### src/rtl/pc_flags_unit_pkg.sv
// Shared encodings for the PC command, the condition field and the status-flag layout.
// The multicycle controller imports the same PC command constants.
package pc_flags_unit_pkg;

  localparam logic [1:0] PcenHold = 2'b00;
  localparam logic [1:0] PcenRst  = 2'b01;
  localparam logic [1:0] PcenJmp  = 2'b10;
  localparam logic [1:0] PcenStep = 2'b11;

  // Bit positions inside the {C,L,F,Z,N} flag vector.
  localparam int unsigned FlagC = 4;
  localparam int unsigned FlagL = 3;
  localparam int unsigned FlagF = 2;
  localparam int unsigned FlagZ = 1;
  localparam int unsigned FlagN = 0;

  localparam int unsigned FlagsW = 5;

  localparam logic [3:0] CondEq = 4'b0000;
  localparam logic [3:0] CondNe = 4'b0001;
  localparam logic [3:0] CondCs = 4'b0010;
  localparam logic [3:0] CondCc = 4'b0011;
  localparam logic [3:0] CondHi = 4'b0100;
  localparam logic [3:0] CondLs = 4'b0101;
  localparam logic [3:0] CondGt = 4'b0110;
  localparam logic [3:0] CondLe = 4'b0111;
  localparam logic [3:0] CondFs = 4'b1000;
  localparam logic [3:0] CondFc = 4'b1001;
  localparam logic [3:0] CondLo = 4'b1010;
  localparam logic [3:0] CondHs = 4'b1011;
  localparam logic [3:0] CondLt = 4'b1100;
  localparam logic [3:0] CondGe = 4'b1101;
  localparam logic [3:0] CondUc = 4'b1110;
  localparam logic [3:0] CondNv = 4'b1111;

endpackage

### src/rtl/pc_flags_unit_if.sv
// Command/status bundle between the multicycle controller (master) and the PC/flags unit.
interface pc_flags_unit_if #(
  parameter int unsigned Width = 16,
  parameter int unsigned DispW = 8
);
  import pc_flags_unit_pkg::*;

  logic [1:0]        pc_en;
  logic              mux_pc;
  logic [Width-1:0]  target;
  logic [DispW-1:0]  disp;
  logic              codes_computed;
  logic [FlagsW-1:0] alu_flags;
  logic [3:0]        cond_sel;

  logic [Width-1:0]  pc;
  logic [Width-1:0]  pc_plus1;
  logic [FlagsW-1:0] flags;
  logic [Width-1:0]  con_codes_out;

  modport master (
    output pc_en, mux_pc, target, disp, codes_computed, alu_flags, cond_sel,
    input  pc, pc_plus1, flags, con_codes_out
  );

  modport slave (
    input  pc_en, mux_pc, target, disp, codes_computed, alu_flags, cond_sel,
    output pc, pc_plus1, flags, con_codes_out
  );
endinterface

### src/rtl/pc_flags_unit_cond_eval.sv
// Purely combinational condition evaluator; also reused by the Scond write-back path.
module pc_flags_unit_cond_eval
  import pc_flags_unit_pkg::*;
(
  input  logic [FlagsW-1:0] flags_i,
  input  logic [3:0]        cond_sel_i,
  output logic              cond_true_o
);

  logic c, l, f, z, n;

  assign c = flags_i[FlagC];
  assign l = flags_i[FlagL];
  assign f = flags_i[FlagF];
  assign z = flags_i[FlagZ];
  assign n = flags_i[FlagN];

  always_comb begin
    cond_true_o = 1'b0;
    unique case (cond_sel_i)
      CondEq: cond_true_o = z;
      CondNe: cond_true_o = ~z;
      CondCs: cond_true_o = c;
      CondCc: cond_true_o = ~c;
      CondHi: cond_true_o = l;
      CondLs: cond_true_o = ~l;
      CondGt: cond_true_o = n;
      CondLe: cond_true_o = ~n;
      CondFs: cond_true_o = f;
      CondFc: cond_true_o = ~f;
      CondLo: cond_true_o = ~l & ~z;
      CondHs: cond_true_o = l | z;
      CondLt: cond_true_o = ~n & ~z;
      CondGe: cond_true_o = n | z;
      CondUc: cond_true_o = 1'b1;
      CondNv: cond_true_o = 1'b0;
    endcase
  end

endmodule

### src/rtl/pc_flags_unit.sv
// PC register with next-PC mux, status-flag register and condition-code output.
module pc_flags_unit
  import pc_flags_unit_pkg::*;
#(
  parameter int unsigned     Width    = 16,
  parameter int unsigned     DispW    = 8,
  parameter logic [Width-1:0] ResetVec = '0
) (
  input  logic            clk,
  input  logic            rst_n,
  pc_flags_unit_if.slave  ctrl_io
);

  logic [Width-1:0]  pc_q, pc_d;
  logic [Width-1:0]  pc_plus1;
  logic [Width-1:0]  disp_sext;
  logic [FlagsW-1:0] flags_q, flags_d;
  logic              cond_true;

  assign pc_plus1  = pc_q + Width'(1);
  assign disp_sext = {{(Width - DispW){ctrl_io.disp[DispW-1]}}, ctrl_io.disp};

  always_comb begin
    pc_d = pc_q;
    unique case (ctrl_io.pc_en)
      PcenHold: pc_d = pc_q;
      PcenRst:  pc_d = ResetVec;
      PcenJmp:  pc_d = ctrl_io.mux_pc ? ctrl_io.target : pc_plus1;
      PcenStep: pc_d = ctrl_io.mux_pc ? (pc_q + disp_sext) : pc_plus1;
    endcase
  end

  assign flags_d = ctrl_io.codes_computed ? ctrl_io.alu_flags : flags_q;

  always_ff @(posedge clk or negedge rst_n) begin
    if (!rst_n) begin
      pc_q    <= ResetVec;
      flags_q <= '0;
    end else begin
      pc_q    <= pc_d;
      flags_q <= flags_d;
    end
  end

  // Evaluated from the registered flags, so a branch never sees flags captured on its own edge.
  pc_flags_unit_cond_eval u_cond_eval (
    .flags_i     (flags_q),
    .cond_sel_i  (ctrl_io.cond_sel),
    .cond_true_o (cond_true)
  );

  assign ctrl_io.pc            = pc_q;
  assign ctrl_io.pc_plus1      = pc_plus1;
  assign ctrl_io.flags         = flags_q;
  assign ctrl_io.con_codes_out = {{(Width - FlagsW - 1){1'b0}}, flags_q, cond_true};

endmodule
### src/flat_wrapper.sv
// flat-port wrapper written by rule: the top's interface ports become plain ports
module pc_flags_unit_flat import pc_flags_unit_pkg::*;
#(
  parameter int unsigned     Width    = 16,
  parameter int unsigned     DispW    = 8,
  parameter logic [Width-1:0] ResetVec = '0
)
  (clk, rst_n, ctrl_io_pc_en, ctrl_io_mux_pc, ctrl_io_target, ctrl_io_disp, ctrl_io_codes_computed, ctrl_io_alu_flags, ctrl_io_cond_sel, ctrl_io_pc, ctrl_io_pc_plus1, ctrl_io_flags, ctrl_io_con_codes_out);
  pc_flags_unit_if #(.Width(Width), .DispW(DispW)) ctrl_io_i ();
  input  logic clk;
  input  logic rst_n;
  input wire logic [$bits(ctrl_io_i.pc_en)-1:0] ctrl_io_pc_en;
  input wire logic [$bits(ctrl_io_i.mux_pc)-1:0] ctrl_io_mux_pc;
  input wire logic [$bits(ctrl_io_i.target)-1:0] ctrl_io_target;
  input wire logic [$bits(ctrl_io_i.disp)-1:0] ctrl_io_disp;
  input wire logic [$bits(ctrl_io_i.codes_computed)-1:0] ctrl_io_codes_computed;
  input wire logic [$bits(ctrl_io_i.alu_flags)-1:0] ctrl_io_alu_flags;
  input wire logic [$bits(ctrl_io_i.cond_sel)-1:0] ctrl_io_cond_sel;
  output wire logic [$bits(ctrl_io_i.pc)-1:0] ctrl_io_pc;
  output wire logic [$bits(ctrl_io_i.pc_plus1)-1:0] ctrl_io_pc_plus1;
  output wire logic [$bits(ctrl_io_i.flags)-1:0] ctrl_io_flags;
  output wire logic [$bits(ctrl_io_i.con_codes_out)-1:0] ctrl_io_con_codes_out;
  assign ctrl_io_i.pc_en = ctrl_io_pc_en;
  assign ctrl_io_i.mux_pc = ctrl_io_mux_pc;
  assign ctrl_io_i.target = ctrl_io_target;
  assign ctrl_io_i.disp = ctrl_io_disp;
  assign ctrl_io_i.codes_computed = ctrl_io_codes_computed;
  assign ctrl_io_i.alu_flags = ctrl_io_alu_flags;
  assign ctrl_io_i.cond_sel = ctrl_io_cond_sel;
  assign ctrl_io_pc = ctrl_io_i.pc;
  assign ctrl_io_pc_plus1 = ctrl_io_i.pc_plus1;
  assign ctrl_io_flags = ctrl_io_i.flags;
  assign ctrl_io_con_codes_out = ctrl_io_i.con_codes_out;
  pc_flags_unit #(.Width(Width), .DispW(DispW), .ResetVec(ResetVec)) u_core (.clk(clk), .rst_n(rst_n), .ctrl_io(ctrl_io_i));
endmodule
### config.mk
export PLATFORM = sky130hd
export DESIGN_NAME = pc_flags_unit_flat
export DESIGN_NICKNAME = d
export VERILOG_FILES = /design/src/rtl/pc_flags_unit_pkg.sv /design/src/rtl/pc_flags_unit_if.sv /design/src/rtl/pc_flags_unit_cond_eval.sv /design/src/rtl/pc_flags_unit.sv /design/src/flat_wrapper.sv
export SDC_FILE = /design/constraint.sdc
export NUM_CORES = 1
export LEC_CHECK = 0
export CORE_UTILIZATION = 45
export CTS_BUF_LIST = sky130_fd_sc_hd__clkbuf_8
export DETAILED_ROUTE_END_ITERATION = 6
export GPL_TIMING_DRIVEN = 0
export PLACE_DENSITY = 0.82
export SLEW_MARGIN = 10
export SYNTH_ARGS = -nofsm -noshare
export SYNTH_HDL_FRONTEND = slang
export SYNTH_SLANG_ARGS = --single-unit
### constraint.sdc
create_clock -name clk -period 5 [get_ports clk]
set_input_delay 1.25 -clock clk [delete_from_list [all_inputs] [get_ports clk]]
set_output_delay 1.25 -clock clk [all_outputs]
set_load 0.02 [all_outputs]
### Word level (Yosys, flattened, before mapping)

Cells that the tools add are included.

| word-level totals | value |
|---|---|
| flip-flop bits (word level) | 21 |
| input port bits | 39 |
| output and inout bits | 53 |
| logic and storage cells | 37 |

| cells by class | value |
|---|---|
| add/subtract/negate cells | 2 |
| eq/ne operators | 18 |
| mux-type cells | 4 |
| bitwise operators | 9 |
| reduce and logical (&&, ||, !) cells | 2 |

Operators by type and width:

| kind | number |
|---|---|
| $pmux W16 S3 | 1 |
| $eq A4 B4 Y1 const B | 8 |
| $mux W16 | 2 |
| $add A16 B1 Y16 const B | 1 |
| $add A16 B16 Y16 | 1 |
| $eq A4 B3 Y1 const B | 4 |
| $pmux W1 S16 | 1 |
| $eq A4 B2 Y1 const B | 2 |
| $not A1 Y1 | 5 |
| $eq A2 B2 Y1 const B | 2 |
| $eq A4 B1 Y1 const B | 1 |
| $logic_not A4 Y1 | 1 |
| $and A1 B1 Y1 | 2 |
| $eq A2 B1 Y1 const B | 1 |
| $logic_not A2 Y1 | 1 |
| $or A1 B1 Y1 | 2 |

### Depth between registers and ports, before layout

Gate-level depths: netlist of run 1.

| logic depth | value |
|---|---|
| depth in word-level cells | 3 |
| mapped depth | 9 |
| mapped depth without buffers | 9 |

### By module

From an unflattened synthesis of run 1, not the netlist that was laid out.

| unflattened totals | value |
|---|---|
| cell total of the unflattened synthesis | 288 |
| area total of the unflattened synthesis | 2456.1 um^2 |

By module, submodules not included:

| module | times used | cells an instance | area an instance (um^2) | sequential area each (um^2) |
|---|---|---|---|---|
| pc_flags_unit | 1 | 265 | 2272.2 | 525.5 |
| pc_flags_unit_cond_eval | 1 | 23 | 183.9 | 0.0 |

### Worst setup path after synthesis of run 1

No wires, ideal clock.

| path | value |
|---|---|
| path kind | input to output |
| start point | in ctrl_io_cond_sel[1] |
| end point | out ctrl_io_con_codes_out[0] |
| data arrival time | 2.176 ns |
| required time | 3.750 ns |
| setup slack | 1.574 ns |
| cell stages on the path | 4 |
| path buffers | 1 |
| path through | mux4_2 xor2_1 o21a_1 buf_4 |

| on the way | value |
|---|---|
| cells in the longest elaborated chain, start to end | 2 |
| elaborated cells between the ends (all ways) | 17 |
| classes of those cells | eq/ne: 15; mux: 1; reduce/logical: 1 |

RTL lines:

| item | line | text |
|---|---|---|
| from (decl) | flat_wrapper.sv:18 | `input wire logic [$bits(ctrl_io_i.cond_sel)-1:0] ctrl_io_cond_sel;` |
| $eq A4 B4 Y1 (tied with other cells) | pc_flags_unit_cond_eval.sv:20 | `unique case (cond_sel_i)` |
| $pmux W1 S16 (*) | pc_flags_unit_cond_eval.sv:20 |  |
| to (decl) | flat_wrapper.sv:22 | `output wire logic [$bits(ctrl_io_i.con_codes_out)-1:0] ctrl_io_con_codes_out;` |

Every way passes the cells marked *; elsewhere a longest branch is shown, timed or not.

### Worst setup path after layout of run 1

Same ends and word-level chain as after synthesis.

==> impl_metrics.env, run 1 <==
export IMPL_status="completed"
export IMPL_yosysTopAreaCell="dfrtp_1"
export IMPL_routed_wl_um=7200
export IMPL_wl_per_cell_um=15.3
export IMPL_clkSinkCount=21
export IMPL_cp_end_kind="output pin"
export IMPL_viasPerCell=5.68
export IMPL_ys_flop_type="dfrtp_1"
export IMPL_insertion_delay_ns=0.26
export IMPL_port_buffers=81
export IMPL_first_global_vias=2412
export IMPL_worst_pin_slew_ns=1.00
export IMPL_fp_coreArea_um2=5140
export IMPL_layout_common_cells="clkdlybuf4s50_1, o21ai_0, a21oi_1"
export IMPL_whs_ns=0.570
export IMPL_postCtsHoldBufs=0
export IMPL_setup_viol=0
export IMPL_grt_usage_pct=25.9
export IMPL_p_leak_nw=1.46
export IMPL_place_hpwl_um=5750
export IMPL_ios=92
export IMPL_cts_tree="built"
export IMPL_grt_max_degree=22
export IMPL_crit_fanout=6
export IMPL_critical_path_class="in -> out"
export IMPL_final_common_cell="clkdlybuf4s50_1"
export IMPL_yosysWarnings=0
export IMPL_synth_edf_count=0
export IMPL_final_setup_skew_ns=0.00278
export IMPL_final_max_slew_viol_count=0
export IMPL_fin_util_pct=66.1
export IMPL_period_share_pct=91.9
export IMPL_cts_inserted_buffers=3
export IMPL_total_power_mw=0.923
export IMPL_rows=26
export IMPL_cp_arrival_ns=3.34
export IMPL_cts_buffer_depth=2
export IMPL_period_minus_slack_ns=4.59
export IMPL_ctsHtreeMaxLevel=1
export IMPL_async_flop_share_pct=100
export IMPL_num_vias=2671
export IMPL_ys_ff_latch=21
export IMPL_overflow=0
export IMPL_die_w_um=75.3
export IMPL_startpoint_type="input port"
export IMPL_drv_cap=0
export IMPL_drtIter0Drc=187
export IMPL_grt_pass1_wl_um=11200
export IMPL_vdd_ir_drop_max_mv=0.119
export IMPL_post_cts_buffers=0
export IMPL_initial_core_util_pct=47.1
export IMPL_cts_resized=0
export IMPL_cts_root_buf="clkbuf_8"
export IMPL_cts_reportedPaths_clkPinSlew_ns=0.08
export IMPL_slew_headroom_pct=32.9
export IMPL_worstPathRequired_ns=3.75
export IMPL_nets=457
export IMPL_ys_top_cells_by_area="dfrtp_1, ha_1, buf_4"
export IMPL_synth_area_um2=2420
export IMPL_dr_pass1_iters=4
export IMPL_ant_nets=0
export IMPL_setup_total_negative_slack_ns=0
export IMPL_antenna_found_initial=0
export IMPL_syn_avg_cell_area_um2=7.90
export IMPL_p_per_area_nw_per_um2=272
export IMPL_max_freq_mhz=218
export IMPL_dieArea_um2=5670
export IMPL_yosysSeqAreaShare_pct=21.7
export IMPL_synth_cells=306
export IMPL_hold_viol_final=0
export IMPL_r2r_slack_ns=2.43
export IMPL_rsz0062_at_grt="no"
export IMPL_min_path_type="reg -> reg"
export IMPL_gp_congestion=0.867
export IMPL_yosysTopAreaCellShare_pct=21.7
export IMPL_ys_types=56
export IMPL_area_delta_synth_final_pct=40.4
export IMPL_drc_errors=0
export IMPL_drive_above_1_share_pct=9.25
export IMPL_num_antenna_cells=0
export IMPL_die_h_um=75.3
layout make-up:
type | instances | area [um^2]
multi-input cells | 255 | 1700
fillers | 475 | 1740
clock buffers | 3 | 41.3
plain buffers | 26 | 174
repair buffers | 81 | 811
clock inverters | 1 | 3.75
well taps | 70 | 87.6
flip-flops and latches | 21 | 526
inverters | 13 | 48.8
state kept, by name, indices dropped and copies added (netlist names):
| register | cells |
|---|---|
| u_core.ctrl_io.flags | 5 |
| u_core.ctrl_io.pc | 16 |
cell usage after synthesis, drive strengths merged (8+ instances only):
| master | n |
|---|---|
| a21oi | 23 |
| nand4 | 8 |
| inv | 13 |
| o211ai | 10 |
| o21ai | 26 |
| ha | 16 |
| nand2 | 22 |
| dfrtp | 21 |
| buf | 21 |
| nor2 | 23 |
| xnor2 | 14 |
| nand3 | 12 |
| xor2 | 8 |
power by group:
group          internal [mW]  switching [mW]
registers              0.196          0.0522
logic                  0.268           0.293
clock network         0.0549          0.0590
total                  0.519           0.404
worst max-delay path: stages:
cell             delay, ns
clkdlybuf4s50_1       0.58
mux4_2                0.54
xor2_1                0.16
o21a_1                0.17
buf_4                 0.12
clkdlybuf4s50_1       0.52
metrics by stage:
step	setup WS (ns)	area (um^2)	instances
6_report	0.407	3400	470
5_1_grt	0.328	3400	470
4_1_cts	0.405	3400	470
3_5_place_dp	0.415	3350	466
3_3_place_gp	0.414	3350	466
2_1_floorplan	1.57	2450	315
worst paths after layout:
check / startpoint / to / cells after the start
max in group asynchronous: rst_n / u_core.ctrl_io.pc[12] / 1
hold / removal: u_core.ctrl_io.flags[4] / u_core.ctrl_io.flags[4] / 1
hold reg to reg: u_core.ctrl_io.flags[4] / u_core.ctrl_io.flags[4] / 1
setup / recovery: ctrl_io_cond_sel[1] / ctrl_io_con_codes_out[0] / 6
min in group asynchronous: rst_n / u_core.ctrl_io.pc[1] / 1
setup reg to reg: u_core.ctrl_io.pc[2] / u_core.ctrl_io.pc[13] / 7
routing by layer:
layer	share of wire [%]	vias up	GRT usage (%)
met4	1.8	0	8.85
met2	49	100	45.1
met3	7.9	11	3.70
li1	-	1296	-
met5	0	-	0
met1	41	1264	33.0
logic make-up after synthesis:
family,after synthesis,synth area share (%)
and+or+nand+nor,98,20.8
AOI/OAI and AO/OA,96,25.2
buffers and inverters,39,9.21
xor gates and xnor gates,22,7.97
DFF,21,21.7
adders and majority gates,17,9.10
muxes,12,5.74
other,1,0.155
(Power assumes the default switching activity.)
==> inputs of run 2 (changes only) <==
--- a/config.mk
+++ b/config.mk
@@ -10,6 +10,7 @@
 export DETAILED_ROUTE_END_ITERATION = 6
 export GPL_TIMING_DRIVEN = 0
 export PLACE_DENSITY = 0.82
+export SETUP_SLACK_MARGIN = 0.1
 export SLEW_MARGIN = 10
 export SYNTH_ARGS = -nofsm -noshare
 export SYNTH_HDL_FRONTEND = slang
==> results of run 2 <==
Final layout, timing and power as in run 1 (identical DEF).
==> inputs of run 3 (changes only) <==
--- a/config.mk
+++ b/config.mk
@@ -7,10 +7,12 @@
 export LEC_CHECK = 0
 export CORE_UTILIZATION = 45
 export CTS_BUF_LIST = sky130_fd_sc_hd__clkbuf_8
+export CTS_CLUSTER_SIZE = 14
 export DETAILED_ROUTE_END_ITERATION = 6
 export GPL_TIMING_DRIVEN = 0
 export PLACE_DENSITY = 0.82
 export SETUP_SLACK_MARGIN = 0.1
+export SKIP_LAST_GASP = 1
 export SLEW_MARGIN = 10
 export SYNTH_ARGS = -nofsm -noshare
 export SYNTH_HDL_FRONTEND = slang
==> results of run 3 <==
Final layout, timing and power as in run 1 (identical DEF).
